[src/rtl/player_state_rx_pkg.sv]
// Shared definitions for the inter-FPGA player-state link (receiver and transmitter).
package player_state_rx_pkg;

  localparam logic [7:0]  SYNC_BYTE = 8'hA5;
  localparam int unsigned PKT_LEN   = 6;

  // Packet framing progress: named after the last byte accepted.
  typedef enum logic [2:0] {
    StHunt,
    StGotSync,
    StGotB1,
    StGotB2,
    StGotB3,
    StGotB4
  } pkt_state_e;

  typedef struct packed {
    logic [8:0] x;
    logic [8:0] y;
    logic [1:0] dir;
    logic [3:0] state;
  } player_field_t;

  // Checksum over the four payload bytes.
  function automatic logic [7:0] pkt_checksum(input logic [7:0] b1, input logic [7:0] b2,
                                              input logic [7:0] b3, input logic [7:0] b4);
    return b1 ^ b2 ^ b3 ^ b4;
  endfunction

endpackage

[src/rtl/player_state_rx_uart_rx_byte.sv]
// 8N1 UART byte receiver: input synchronizer, mid-bit sampling, start glitch and stop checks.
module uart_rx_byte #(
  parameter int unsigned CLKS_PER_BIT = 217
) (
  input  logic       clock,
  input  logic       reset_n,
  input  logic       rx_in,
  output logic       byte_valid,
  output logic [7:0] data,
  output logic       frame_err
);

  localparam int unsigned CntW     = $clog2(CLKS_PER_BIT);
  localparam logic [CntW-1:0] BitLast  = CntW'(CLKS_PER_BIT - 1);
  localparam logic [CntW-1:0] HalfLast = CntW'(CLKS_PER_BIT / 2 - 1);

  typedef enum logic [2:0] {
    RxIdle,
    RxStart,
    RxData,
    RxStop,
    RxWaitHigh
  } rx_state_e;

  logic            sync1_q, sync2_q;
  rx_state_e       state_q, state_d;
  logic [CntW-1:0] cnt_q, cnt_d;
  logic [2:0]      bit_q, bit_d;
  logic [7:0]      shift_q, shift_d;
  logic            byte_valid_q, byte_valid_d;
  logic            frame_err_q, frame_err_d;

  // Two-flop synchronizer; resets to the idle (high) line level.
  always_ff @(posedge clock or negedge reset_n) begin
    if (!reset_n) begin
      sync1_q <= 1'b1;
      sync2_q <= 1'b1;
    end else begin
      sync1_q <= rx_in;
      sync2_q <= sync1_q;
    end
  end

  // Receiver state, bit timer, shift register and registered strobes.
  always_ff @(posedge clock or negedge reset_n) begin
    if (!reset_n) begin
      state_q      <= RxIdle;
      cnt_q        <= '0;
      bit_q        <= '0;
      shift_q      <= '0;
      byte_valid_q <= 1'b0;
      frame_err_q  <= 1'b0;
    end else begin
      state_q      <= state_d;
      cnt_q        <= cnt_d;
      bit_q        <= bit_d;
      shift_q      <= shift_d;
      byte_valid_q <= byte_valid_d;
      frame_err_q  <= frame_err_d;
    end
  end

  // Next-state: start is re-checked at half a bit, later bits are sampled a full bit apart.
  always_comb begin
    state_d      = state_q;
    cnt_d        = cnt_q;
    bit_d        = bit_q;
    shift_d      = shift_q;
    byte_valid_d = 1'b0;
    frame_err_d  = 1'b0;
    unique case (state_q)
      RxIdle: begin
        if (!sync2_q) begin
          state_d = RxStart;
          cnt_d   = '0;
        end
      end
      RxStart: begin
        if (cnt_q == HalfLast) begin
          cnt_d   = '0;
          bit_d   = '0;
          // Line back high at mid start bit: a glitch, silently ignored.
          state_d = sync2_q ? RxIdle : RxData;
        end else begin
          cnt_d = cnt_q + 1'b1;
        end
      end
      RxData: begin
        if (cnt_q == BitLast) begin
          cnt_d   = '0;
          shift_d = {sync2_q, shift_q[7:1]};
          if (bit_q == 3'd7) begin
            state_d = RxStop;
          end else begin
            bit_d = bit_q + 1'b1;
          end
        end else begin
          cnt_d = cnt_q + 1'b1;
        end
      end
      RxStop: begin
        if (cnt_q == BitLast) begin
          cnt_d = '0;
          if (sync2_q) begin
            byte_valid_d = 1'b1;
            state_d      = RxIdle;
          end else begin
            frame_err_d = 1'b1;
            state_d     = RxWaitHigh;
          end
        end else begin
          cnt_d = cnt_q + 1'b1;
        end
      end
      RxWaitHigh: begin
        // A held-low line (break) yields one error, not a stream of them.
        if (sync2_q) state_d = RxIdle;
      end
      default: state_d = RxIdle;
    endcase
  end

  assign byte_valid = byte_valid_q;
  assign frame_err  = frame_err_q;
  assign data       = shift_q;

endmodule

[src/rtl/player_state_rx.sv]
// Player-state link receiver: frames UART bytes into 6-byte packets and keeps per-player registers.
module player_state_rx
  import player_state_rx_pkg::*;
#(
  parameter int unsigned CLK_HZ       = 25_000_000,
  parameter int unsigned BAUD         = 115_200,
  parameter int unsigned CLKS_PER_BIT = CLK_HZ / BAUD,
  parameter int unsigned TIMEOUT_BITS = 20
) (
  input  logic            clock,
  input  logic            reset_n,
  input  logic            rx_in,
  input  logic [1:0]      local_player_ID,
  output logic [3:0][8:0] player_x,
  output logic [3:0][8:0] player_y,
  output logic [3:0][1:0] player_dir,
  output logic [3:0][3:0] player_state,
  output logic [3:0]      player_valid,
  output logic            update_pulse,
  output logic [1:0]      update_id,
  output logic [7:0]      crc_err_count,
  output logic [7:0]      frame_err_count
);

  localparam int unsigned TmoCycles = TIMEOUT_BITS * CLKS_PER_BIT;
  localparam int unsigned TmoW      = $clog2(TmoCycles + 1);
  localparam logic [TmoW-1:0] TmoLast = TmoW'(TmoCycles - 1);

  logic          byte_valid;
  logic [7:0]    rx_data;
  logic          frame_err;

  pkt_state_e    state_q, state_d;
  logic [1:0]    id_q, id_d;
  player_field_t fields_q, fields_d;
  logic [7:0]    csum_q, csum_d;
  logic [TmoW-1:0] tmo_q, tmo_d;
  logic          commit;
  logic          crc_err;

  uart_rx_byte #(
    .CLKS_PER_BIT(CLKS_PER_BIT)
  ) u_rx (
    .clock     (clock),
    .reset_n   (reset_n),
    .rx_in     (rx_in),
    .byte_valid(byte_valid),
    .data      (rx_data),
    .frame_err (frame_err)
  );

  // Packet FSM state, shadow fields, running checksum and idle timer.
  always_ff @(posedge clock or negedge reset_n) begin
    if (!reset_n) begin
      state_q  <= StHunt;
      id_q     <= '0;
      fields_q <= '0;
      csum_q   <= '0;
      tmo_q    <= '0;
    end else begin
      state_q  <= state_d;
      id_q     <= id_d;
      fields_q <= fields_d;
      csum_q   <= csum_d;
      tmo_q    <= tmo_d;
    end
  end

  // Next-state: one state per accepted byte; framing errors and idle timeouts abandon the packet.
  always_comb begin
    state_d  = state_q;
    id_d     = id_q;
    fields_d = fields_q;
    csum_d   = csum_q;
    tmo_d    = (state_q == StHunt || byte_valid) ? '0 : tmo_q + 1'b1;
    commit   = 1'b0;
    crc_err  = 1'b0;
    if (frame_err) begin
      state_d = StHunt;
    end else if (byte_valid) begin
      unique case (state_q)
        StHunt: begin
          if (rx_data == SYNC_BYTE) state_d = StGotSync;
        end
        StGotSync: begin
          id_d           = rx_data[7:6];
          fields_d.dir   = rx_data[5:4];
          fields_d.state = rx_data[3:0];
          csum_d         = rx_data;
          state_d        = StGotB1;
        end
        StGotB1: begin
          fields_d.x[7:0] = rx_data;
          csum_d          = csum_q ^ rx_data;
          state_d         = StGotB2;
        end
        StGotB2: begin
          // Low six bits are reserved; they only feed the checksum.
          fields_d.x[8] = rx_data[7];
          fields_d.y[8] = rx_data[6];
          csum_d        = csum_q ^ rx_data;
          state_d       = StGotB3;
        end
        StGotB3: begin
          fields_d.y[7:0] = rx_data;
          csum_d          = csum_q ^ rx_data;
          state_d         = StGotB4;
        end
        StGotB4: begin
          if (rx_data == csum_q) begin
            commit = (id_q != local_player_ID);
          end else begin
            crc_err = 1'b1;
          end
          state_d = StHunt;
        end
        default: state_d = StHunt;
      endcase
    end else if (state_q != StHunt && tmo_q == TmoLast) begin
      state_d = StHunt;
    end
  end

  // Player register file, commit strobe and saturating error counters.
  always_ff @(posedge clock or negedge reset_n) begin
    if (!reset_n) begin
      player_x        <= '0;
      player_y        <= '0;
      player_dir      <= '0;
      player_state    <= '0;
      player_valid    <= '0;
      update_pulse    <= 1'b0;
      update_id       <= '0;
      crc_err_count   <= '0;
      frame_err_count <= '0;
    end else begin
      update_pulse <= commit;
      if (commit) begin
        player_x[id_q]     <= fields_q.x;
        player_y[id_q]     <= fields_q.y;
        player_dir[id_q]   <= fields_q.dir;
        player_state[id_q] <= fields_q.state;
        player_valid[id_q] <= 1'b1;
        update_id          <= id_q;
      end
      if (crc_err && crc_err_count != 8'hFF) crc_err_count <= crc_err_count + 1'b1;
      if (frame_err && frame_err_count != 8'hFF) frame_err_count <= frame_err_count + 1'b1;
    end
  end

endmodule

[config.mk]
export PLATFORM = sky130hd
export DESIGN_NAME = player_state_rx
export DESIGN_NICKNAME = d
export VERILOG_FILES = /design/src/rtl/player_state_rx_pkg.sv /design/src/rtl/player_state_rx_uart_rx_byte.sv /design/src/rtl/player_state_rx.sv
export SDC_FILE = /design/constraint.sdc
export NUM_CORES = 1
export LEC_CHECK = 0
export ABC_CLOCK_PERIOD_IN_PS = 2900
export CORE_ASPECT_RATIO = 0.9
export CORE_MARGIN = 5
export CORE_UTILIZATION = 42
export CTS_CLUSTER_SIZE = 14
export DETAILED_ROUTE_END_ITERATION = 8
export PLACE_DENSITY = 0.65
export SLEW_MARGIN = 0
export SYNTH_ARGS = -nofsm -noshare
export SYNTH_HDL_FRONTEND = slang
export SYNTH_HIERARCHICAL = 1
export SYNTH_SLANG_ARGS = --single-unit
[constraint.sdc]
create_clock -name clock -period 2.9 [get_ports clock]
set_input_delay 0.435 -clock clock [delete_from_list [all_inputs] [get_ports clock]]
set_output_delay 0.435 -clock clock [all_outputs]
set_load 0.01 [all_outputs]
==> summary.txt <==
Timing
  • F_max: 0.4169 GHz
  • Normalized max-slew margin: 29.76%
  • Crit share post-route: 82.71%
  • Setup repair after global routing missed its margin: no
  • Crit path time final: 2399 ps
  • Skew final: 12.35 ps
  • Final Hold Vio Count: 0
  • Slew @ Worst Pin: 1047 ps
  • Slew Viols, Final: 0
  • Fin Setup TNS: 0 ps
  • # setup viols final: 0

Layout
  • Final Util: 53.00%
  • Layout cells sized above 1: 23.54%
  • Commonest cells after routing, fill and taps aside: dfrtp_1, clkdlybuf4s50_1, mux2_2
  • Area delta synth->final: 24.45%
  • Fin nets: 757
  • Antenna diodes: 0
  • Commonest non-fill, non-tap cell in the layout: dfrtp_1

Clock tree
  • # resized after CTS: 0
  • Reg clk slew, reported paths: 70 ps
  • TritonCTS Buffers: 17
  • CTS tree: built
  • CTS max path bufs: 2
  • Clock sinks: 195
  • H-tree depth: 4
  • Root Driver: clkbuf_16
  • Clock insertion delay at the later pin of the skew report: 420 ps

Flow run
  • Maxcap violations: 0

Routing
  • ANT nets after route: 0
  • # DRC: 0
  • DR vias/cell: 5.105
  • DR pass1 iterations: 4
  • Drt total wl: 17.94 mm
  • Routed via count: 5,161
  • Drt wl/cell: 17.75 µm
  • 1st-iter DRT viols: 343

Synthesis
  • Number of distinct library cells after synthesis: 60
  • #FFs+latches synth: 195
  • Post-synth ARST share: 100.0%
  • Sequential share of the synthesized area: 57.36%
  • Synth warn: 6
  • Post-synth net total: 624
  • Avg Inst Size Synth: 13.91 µm²
  • Post-synth EDFFs: 0
  • Main flop type after synthesis: dfrtp_1
  • Mapped Area: 8512 µm²
  • Number of cells produced by synthesis: 612

Worst setup path
  • CP Launch Type: flop
  • Worst EP required: 3210 ps
  • WS Path Type: flop to flop
  • Critical Path AT: 2700 ps
  • Endpoint type of the worst setup path: flop
  • CP Max Fanout: 25

Power
  • P_leak: 0.005116 µW
  • Power per cell area: 469.1 nW/µm²
  • Max VDD drop: 0.3753 mV

Run status
  • Status: completed

Floorplanning
  • Die extent in x: 160.1 µm
  • Initial Util: 42.59%
  • Core area: 19,990 µm²
  • Die Y: 145.1 µm
  • Cell Rows: 49
  • Die area: 23,220 µm²
  • # IOs: 124

Worst hold path
  • Worst min path class: flop to flop

Global route
  • GRT Total Usage: 15.83%
  • GRT Residual Overflow: 0
  • Largest net degree at the start of global routing: 72
  • Initial antenna violation count: 0
  • First-pass GRT wire length: 30.03 mm
  • Number of global-route vias before repair: 5,433

Placed design
  • Hpwl dp: 12.90 mm
  • PortBufs: 123
  • Placer congestion estimate: 0.7841
==> critical path, cell delays in order, from the launching register on <==
cell and delay [ps]:
dfrtp_1 420, xor2_2 200, nor4_4 360, o2111ai_4 260, clkinv_2 160, nand3_4 400
mux2_4 450
==> area by class of cell <==
class	instances	area (µm²)
inverters	13	50.05
fillers	1664	9394
multi-input cells	376	3393
repair buffers	142	1405
clock inverters	13	117.6
clock buffers	17	425.4
flip-flops and latches	195	4882
well taps	255	319.1
==> power breakdown <==
part | internal, µW | switching (µW) | total [µW]
logic | 11.2 | 54.5 | 65.7
registers | 2720 | 1.69 | 2720
clock network | 1120 | 1060 | 2180
total | 3850 | 1120 | 4970
==> cells in the mapped netlist (9+ instances only) <==
cell / n / area share (%)
a21oi_1: 21 / 1.2
buf_2: 11 / 0.65
dfrtp_1: 193 / 57
nand3_1: 13 / 0.76
xnor2_1: 18 / 1.9
mux2_2: 57 / 7.5
mux2_4: 49 / 8.6
nand2_1: 34 / 1.5
inv_1: 12 / 0.53
nor2_1: 28 / 1.2
mux2_1: 28 / 3.7
xor2_1: 16 / 1.6
buf_6: 9 / 1.2
==> worst paths after layout <==
check                      slack (ps)              end  depth (start not counted)          from
min in group asynchronous         570  player_valid[2]                          2       reset_n
max in group asynchronous        1500     fields_q[17]                          3       reset_n
setup / recovery                  500     player_y[31]                          6     csum_q[6]
hold reg to reg                   360     u_rx/sync2_q                          0  u_rx/sync1_q
hold / removal                    360     u_rx/sync2_q                          0  u_rx/sync1_q
setup reg to reg                  500     player_y[31]                          6     csum_q[6]
==> state kept, by name, indices dropped and copies added (netlist names) <==
signal,cells
u_rx/frame_err,1
u_rx/data,8
player_valid,4
tmo_q,13
player_y,36
u_rx/byte_valid,1
fields_q,24
u_rx/cnt_q,8
player_x,36
id_q,2
csum_q,8
update_pulse,1
player_dir,8
update_id,2
state_q,3
player_state,16
u_rx/sync2_q,1
crc_err_count,8
u_rx/sync1_q,1
frame_err_count,8
u_rx/state_q,3
u_rx/bit_q,3
==> cell families (layout without fill, tap and decap cells) <==
| group | Yosys count | after routing | share of synthesized area, % |
|---|---|---|---|
| AO/OA/AOI/OAI | 52 | 52 | 4.263 |
| AND/OR/NAND/NOR | 139 | 139 | 9.893 |
| flip-flops | 195 | 195 | 57.36 |
| XOR/XNOR | 35 | 35 | 3.690 |
| adder cells (fa/ha/maj) | 7 | 7 | 1.029 |
| buffers and inverters | 41 | 185 | 2.778 |
| multiplexers | 143 | 143 | 20.99 |
==> what timing repair did <==
action	in CTS	in global routing
hold buffers	1	0
hold endpoints to repair	17	0
buffers inserted	0	0
==> stage by stage <==
stage               power [µW]  cells  cell area, µm²  hold slack [ps]  setup WS (ps)
floorplan                 2777    612            8512            139.4          700.3
global placement          2842    980           10040            346.4          348.9
detailed placement        2844    980           10040            347.8          295.3
CTS                       5036   1011           10590            357.7          447.6
global route              5157   1011           10590            366.4          307.2
finish                    4969   1011           10590            357.1          501.4
==> per-layer routing <==
metal	share of wire (%)	wire [µm]	global-route usage, %	vias to the layer above
met1	47	8419	21.64	2641
li1	-	-	-	2426
met3	4.4	789	4.169	2
met2	48	8679	25.44	92
met5	0	0	0	-
met4	0.30	54	3.828	0
(Power assumes the default switching activity.)
==> RTL edit 1, RTL diff (same settings) <==
Put one more register stage on the output `player_y`, without a reset. The value now appears one clock later. The other outputs are not delayed to match.
--- a/src/rtl/player_state_rx.sv
+++ b/src/rtl/player_state_rx.sv
@@ -25,6 +25,8 @@
   localparam int unsigned TmoCycles = TIMEOUT_BITS * CLKS_PER_BIT;
   localparam int unsigned TmoW      = $clog2(TmoCycles + 1);
   localparam logic [TmoW-1:0] TmoLast = TmoW'(TmoCycles - 1);
+
+  logic [3:0][8:0] player_y_s0;
 
   logic          byte_valid;
   logic [7:0]    rx_data;
@@ -125,7 +127,7 @@
   always_ff @(posedge clock or negedge reset_n) begin
     if (!reset_n) begin
       player_x        <= '0;
-      player_y        <= '0;
+      player_y_s0     <= '0;
       player_dir      <= '0;
       player_state    <= '0;
       player_valid    <= '0;
@@ -137,7 +139,7 @@
       update_pulse <= commit;
       if (commit) begin
         player_x[id_q]     <= fields_q.x;
-        player_y[id_q]     <= fields_q.y;
+        player_y_s0[id_q]     <= fields_q.y;
         player_dir[id_q]   <= fields_q.dir;
         player_state[id_q] <= fields_q.state;
         player_valid[id_q] <= 1'b1;
@@ -148,5 +150,9 @@
     end
   end
 
+  always_ff @(posedge clock) begin
+    player_y <= player_y_s0;
+  end
+
 endmodule
 
Behaviour: no difference found for any inputs over 10 cycles, from zero or initial values and one cycle with reset_n low; that may be too few to reach the edited logic, so the function may still have changed.
==> RTL edit 1 against the original RTL <==
- power is 31% higher
- sequential power is 18% higher
- fmax is 6.8% lower
- synthesized area is 8.0% higher
- routed wire length is 8.1% higher
- worst setup slack worse by 0.18 ns
- design area is 11% higher
- sequential cell count is 36 higher
- combinational power is 16% higher
- critical endpoint is now player_x[2]$_DFFE_PN0P_
- largest cell class unchanged
==> RTL edit 1: results (changes against the original RTL) <==
Clock tree
  • CTS Buf Count: 25 (+8)
  • H-tree levels: 1 (-3)

Synthesis
  • Post-synth top cells: 193 x dfrtp_1, 115 x mux2_2, 36 x dfxtp_1, 35 x nand2_1, 31 x a21oi_1
  • Post-synth cell types: 61 (+1.7%)
  • Post-Synth Adder-Cell Area: 0.953% (-0.076 points)
  • Synth top area cells: dfrtp_1 53%, mux2_2 14%, dfxtp_1 7.8%
  • Post-synthesis sequential area ratio: 61.0% (+3.6 points)
  • Compound-Gate Fraction of Synth Area: 4.63% (+0.37 points)
  • XOR/XNOR share of the synthesized area: 2.94% (-0.75 points)

Final layout
  • Inverter count: 10 (-3)
  • ClkCell Share: 7.51% (+2.4 points)
  • Layout filler cell count: 1843 (+11%)
  • Sequential cell count: 231 (+18%)
  • Layout Nets: 831 (+9.8%)
  • Final std cells w/o fill: 1129 (+12%)
  • Multi-input logic portion of the cell area: 28.9% (-3.2 points)
  • Reg area: 5600 um^2 (+15%)
  • Share of layout cells above drive strength 1: 26.3% (+2.7 points)
  • Largest registers in the final layout: player_x: 36 flops, player_y: 36 flops, player_y_s0: 36 flops
  • Fin util: 54.4% (+1.4 points)

GRT
  • First-pass GRT wire length: 32800 um (+9.2%)
  • Largest net degree at the start of global routing: 77 (+6.9%)

Pwr
  • Power Dens Cells: 557 nW/um^2 (+19%)
  • Clk pwr share: 49.5% (+5.6 points)
  • Peak VDD IR: 0.458 mV (+22%)
  • Sw Pwr: 1.29 mW (+16%)

Critical path
  • Worst r2r src: csum_q[3]$_DFFE_PN0P_
  • Crit path DAT: 2.96 ns (+0.26 ns)
  • CP max-delay cell: or4_2
  • Crit Path Max Fanout: 24 (-4.0%)

Route
  • Drt wl/cell: 17.2 um (-3.2%)
  • Via/cell ratio: 5.10 (-0.15%)

Min path
  • Hold WC Path Type: input pin to register
  • HP Start: rx_in

Outcome
  • Outcome: finished, final reports clean

Place
  • Pre-CTS setup slack: 0.363 ns (+0.0675 ns)
-- RTL edit 1: cell count changes after synthesis, moves of 4 or more --
cell	change
mux2_1	-28
a21oi_1	+10
nand3_1	+4
xnor2_1	-7
and4_1	-4
buf_6	-7
dfxtp_1	+36
mux2_4	-29
mux2_2	+58
nor3_1	+5
-- RTL edit 1: path summary, 6_finish.rpt --
path | depth (start not counted) | endpoint | slack (ns)
max in group asynchronous | 3 | u_rx/sync2_q$_DFF_PN1_ | 1.62
min | 1 | u_rx/sync1_q$_DFF_PN1_ | 0.33
min in group asynchronous | 2 | player_state[12]$_DFFE_PN0P_ | 0.52
min reg2reg | 0 | u_rx/sync2_q$_DFF_PN1_ | 0.36
max reg2reg | 6 | player_x[2]$_DFFE_PN0P_ | 0.33
max | 6 | player_x[2]$_DFFE_PN0P_ | 0.33
-- RTL edit 1: per-layer routing --
layer	vias up	track usage, %	wire, um
met5	-	0	0
met4	0	3.30	311
met3	20	3.18	917
met2	118	27.3	9690
met1	2939	21.1	8490
li1	2678	-	-
==> RTL edit 2, RTL diff (same flow settings) <==
Without the edit above. The parameter `CLK_HZ` goes from 25_000_000 to 50_000_000.
--- a/src/rtl/player_state_rx.sv
+++ b/src/rtl/player_state_rx.sv
@@ -2,7 +2,7 @@
 module player_state_rx
   import player_state_rx_pkg::*;
 #(
-  parameter int unsigned CLK_HZ       = 25_000_000,
+  parameter int unsigned CLK_HZ       = 50_000_000,
   parameter int unsigned BAUD         = 115_200,
   parameter int unsigned CLKS_PER_BIT = CLK_HZ / BAUD,
   parameter int unsigned TIMEOUT_BITS = 20
Check against the original RTL: same outputs for any inputs over 10 cycles, from zero or initial values and one cycle with reset_n low; that may be too few to reach the edited logic, so the function may still have changed.
==> RTL edit 2 against the original RTL <==
- routed wire length grew 3.9%
- power grew 4.4%
- synthesized cell count grew 5.4%
- worst setup slack gained 0.036 ns
- synthesized area grew 1.1%
- sequential cell count grew 2
- design area grew 1.4%
- non-clock buffer count shrank 1
- first-iteration DRC count shrank 23%
- critical path type unchanged
==> RTL edit 2: results (changes against the original RTL) <==
Outcome
  • Outcome: finished, final reports clean

Synthesis
  • Post-Synthesis Cells: 645 (+5.4%)
  • Post-synthesis sequential area ratio: 57.3% (-0.069 points)
  • Compound-Gate Fraction of Synth Area: 4.97% (+0.71 points)
  • Post-synth top cells: 195 x dfrtp_1, 48 x mux2_2, 45 x mux2_1, 44 x nand2_1, 38 x mux2_4
  • Syn nets: 658 (+5.4%)
  • Post-synth cell types: 67 (+12%)
  • Post-Synth Adder-Cell Area: 1.16% (+0.13 points)
  • XOR/XNOR share of the synthesized area: 3.36% (-0.33 points)
  • Synth top area cells: dfrtp_1 57%, mux2_4 6.6%, mux2_2 6.3%
  • Mux share of post-synthesis cell area: 20.2% (-0.80 points)

Clock tree
  • H-tree levels: 4 (unchanged)
  • Clock root cell: clkbuf_16

Pwr
  • Sw Pwr: 1.18 mW (+5.3%)
  • P_leak: 5.17 nW (+1.1%)
  • Tot Pwr: 5.19 mW (+4.4%)
  • Power Dens Cells: 483 nW/um^2 (+3.0%)
  • Peak VDD IR: 0.334 mV (-11%)
  • Comb group: 0.0749 mW (+14%)

Final layout
  • Buffers, non-clock: 141 (-0.70%)
  • Clock buffer count: 18 (+1)
  • Signal buf overhead: 13.1% (-0.14 points)
  • Largest registers in the final layout: player_x: 36 flops, player_y: 36 flops, fields_q: 24 flops
  • Layout filler cell count: 1683 (+1.1%)
  • Fraction of area in registers: 45.9% (-0.17 points)
  • Sequential cell count: 197 (+1.0%)
  • Comb_multi_in: 401 (+6.6%)
  • Final std cells w/o fill: 1042 (+3.1%)
  • Multi-input logic portion of the cell area: 31.8% (-0.22 points)
  • Inverter count: 16 (+3)
  • Diode count: 0 (unchanged)
  • ClkCell Share: 5.60% (+0.48 points)
  • Layout Nets: 787 (+4.0%)
  • Share of layout cells above drive strength 1: 19.4% (-4.1 points)

Route
  • Initial DRC count: 263 (-23%)
  • DR vias: 5457 (+5.7%)
  • DR pass1 iterations: 4 (unchanged)
  • DR WL met3: 804 um (+1.9%)
  • Metal2 WL: 9080 um (+4.6%)
  • Drt wl/cell: 17.9 um (+0.83%)
  • WL met1: 8620 um (+2.4%)

GRT
  • Total track usage: 16.3% (+0.46 points)
  • Initial antenna violation count: 0 (unchanged)
  • First-pass GRT wire length: 31300 um (+4.1%)
  • Largest net degree at the start of global routing: 67 (-6.9%)
  • Met1 Use GR: 22.2% (+0.58 points)
  • Met2 Use GR: 26.4% (+0.97 points)
  • Number of global-route vias before repair: 5693 (+4.8%)
  • Grt met3 use: 4.39% (+0.22 points)

Place
  • Pre-CTS setup slack: 0.525 ns (+0.230 ns)
  • Post-DP HPWL: 13100 um (+1.6%)
  • Placed cell area: 10100 um^2 (+0.89%)
  • Gpl congestion: 0.808 (+3.0%)

Die
  • Placeable Area: 20000 um^2 (+0.31%)

STA
  • Skew final: 0.0139 ns (+0.00151 ns)
  • Max transition margin: 44.8% (+15 points)

Critical path
  • CP max-delay cell: dfrtp_1
  • Crit path DAT: 2.66 ns (-0.04 ns)
  • Slowest stage delay, CP: 0.47 ns (+0.02 ns)
  • Crit Path Max Fanout: 22 (-12%)
RTL edit 2: changes by cell type after synthesis, sizes merged, moves of 3 or more:
cell / unedited run / this run
a21oi: 21 / 28
inv: 12 / 16
mux2: 134 / 131
mux2i: 9 / 12
nand2: 34 / 44
nor3: 5 / 9
nor4: 7 / 4
o211ai: 7 / 3
RTL edit 2: final timing paths:
check / startpoint / slack, ns / cells after the start / end
hold / removal: u_rx/sync1_q$_DFF_PN1_ / 0.36 / 0 / u_rx/sync2_q$_DFF_PN1_
max in group asynchronous: reset_n / 1.52 / 3 / player_x[28]$_DFFE_PN0P_
setup reg to reg: u_rx/frame_err$_DFF_PN0_ / 0.54 / 6 / player_state[13]$_DFFE_PN0P_
setup / recovery: u_rx/frame_err$_DFF_PN0_ / 0.54 / 6 / player_state[13]$_DFFE_PN0P_
min in group asynchronous: reset_n / 0.55 / 2 / player_y[20]$_DFFE_PN0P_
hold reg to reg: u_rx/sync1_q$_DFF_PN1_ / 0.36 / 0 / u_rx/sync2_q$_DFF_PN1_
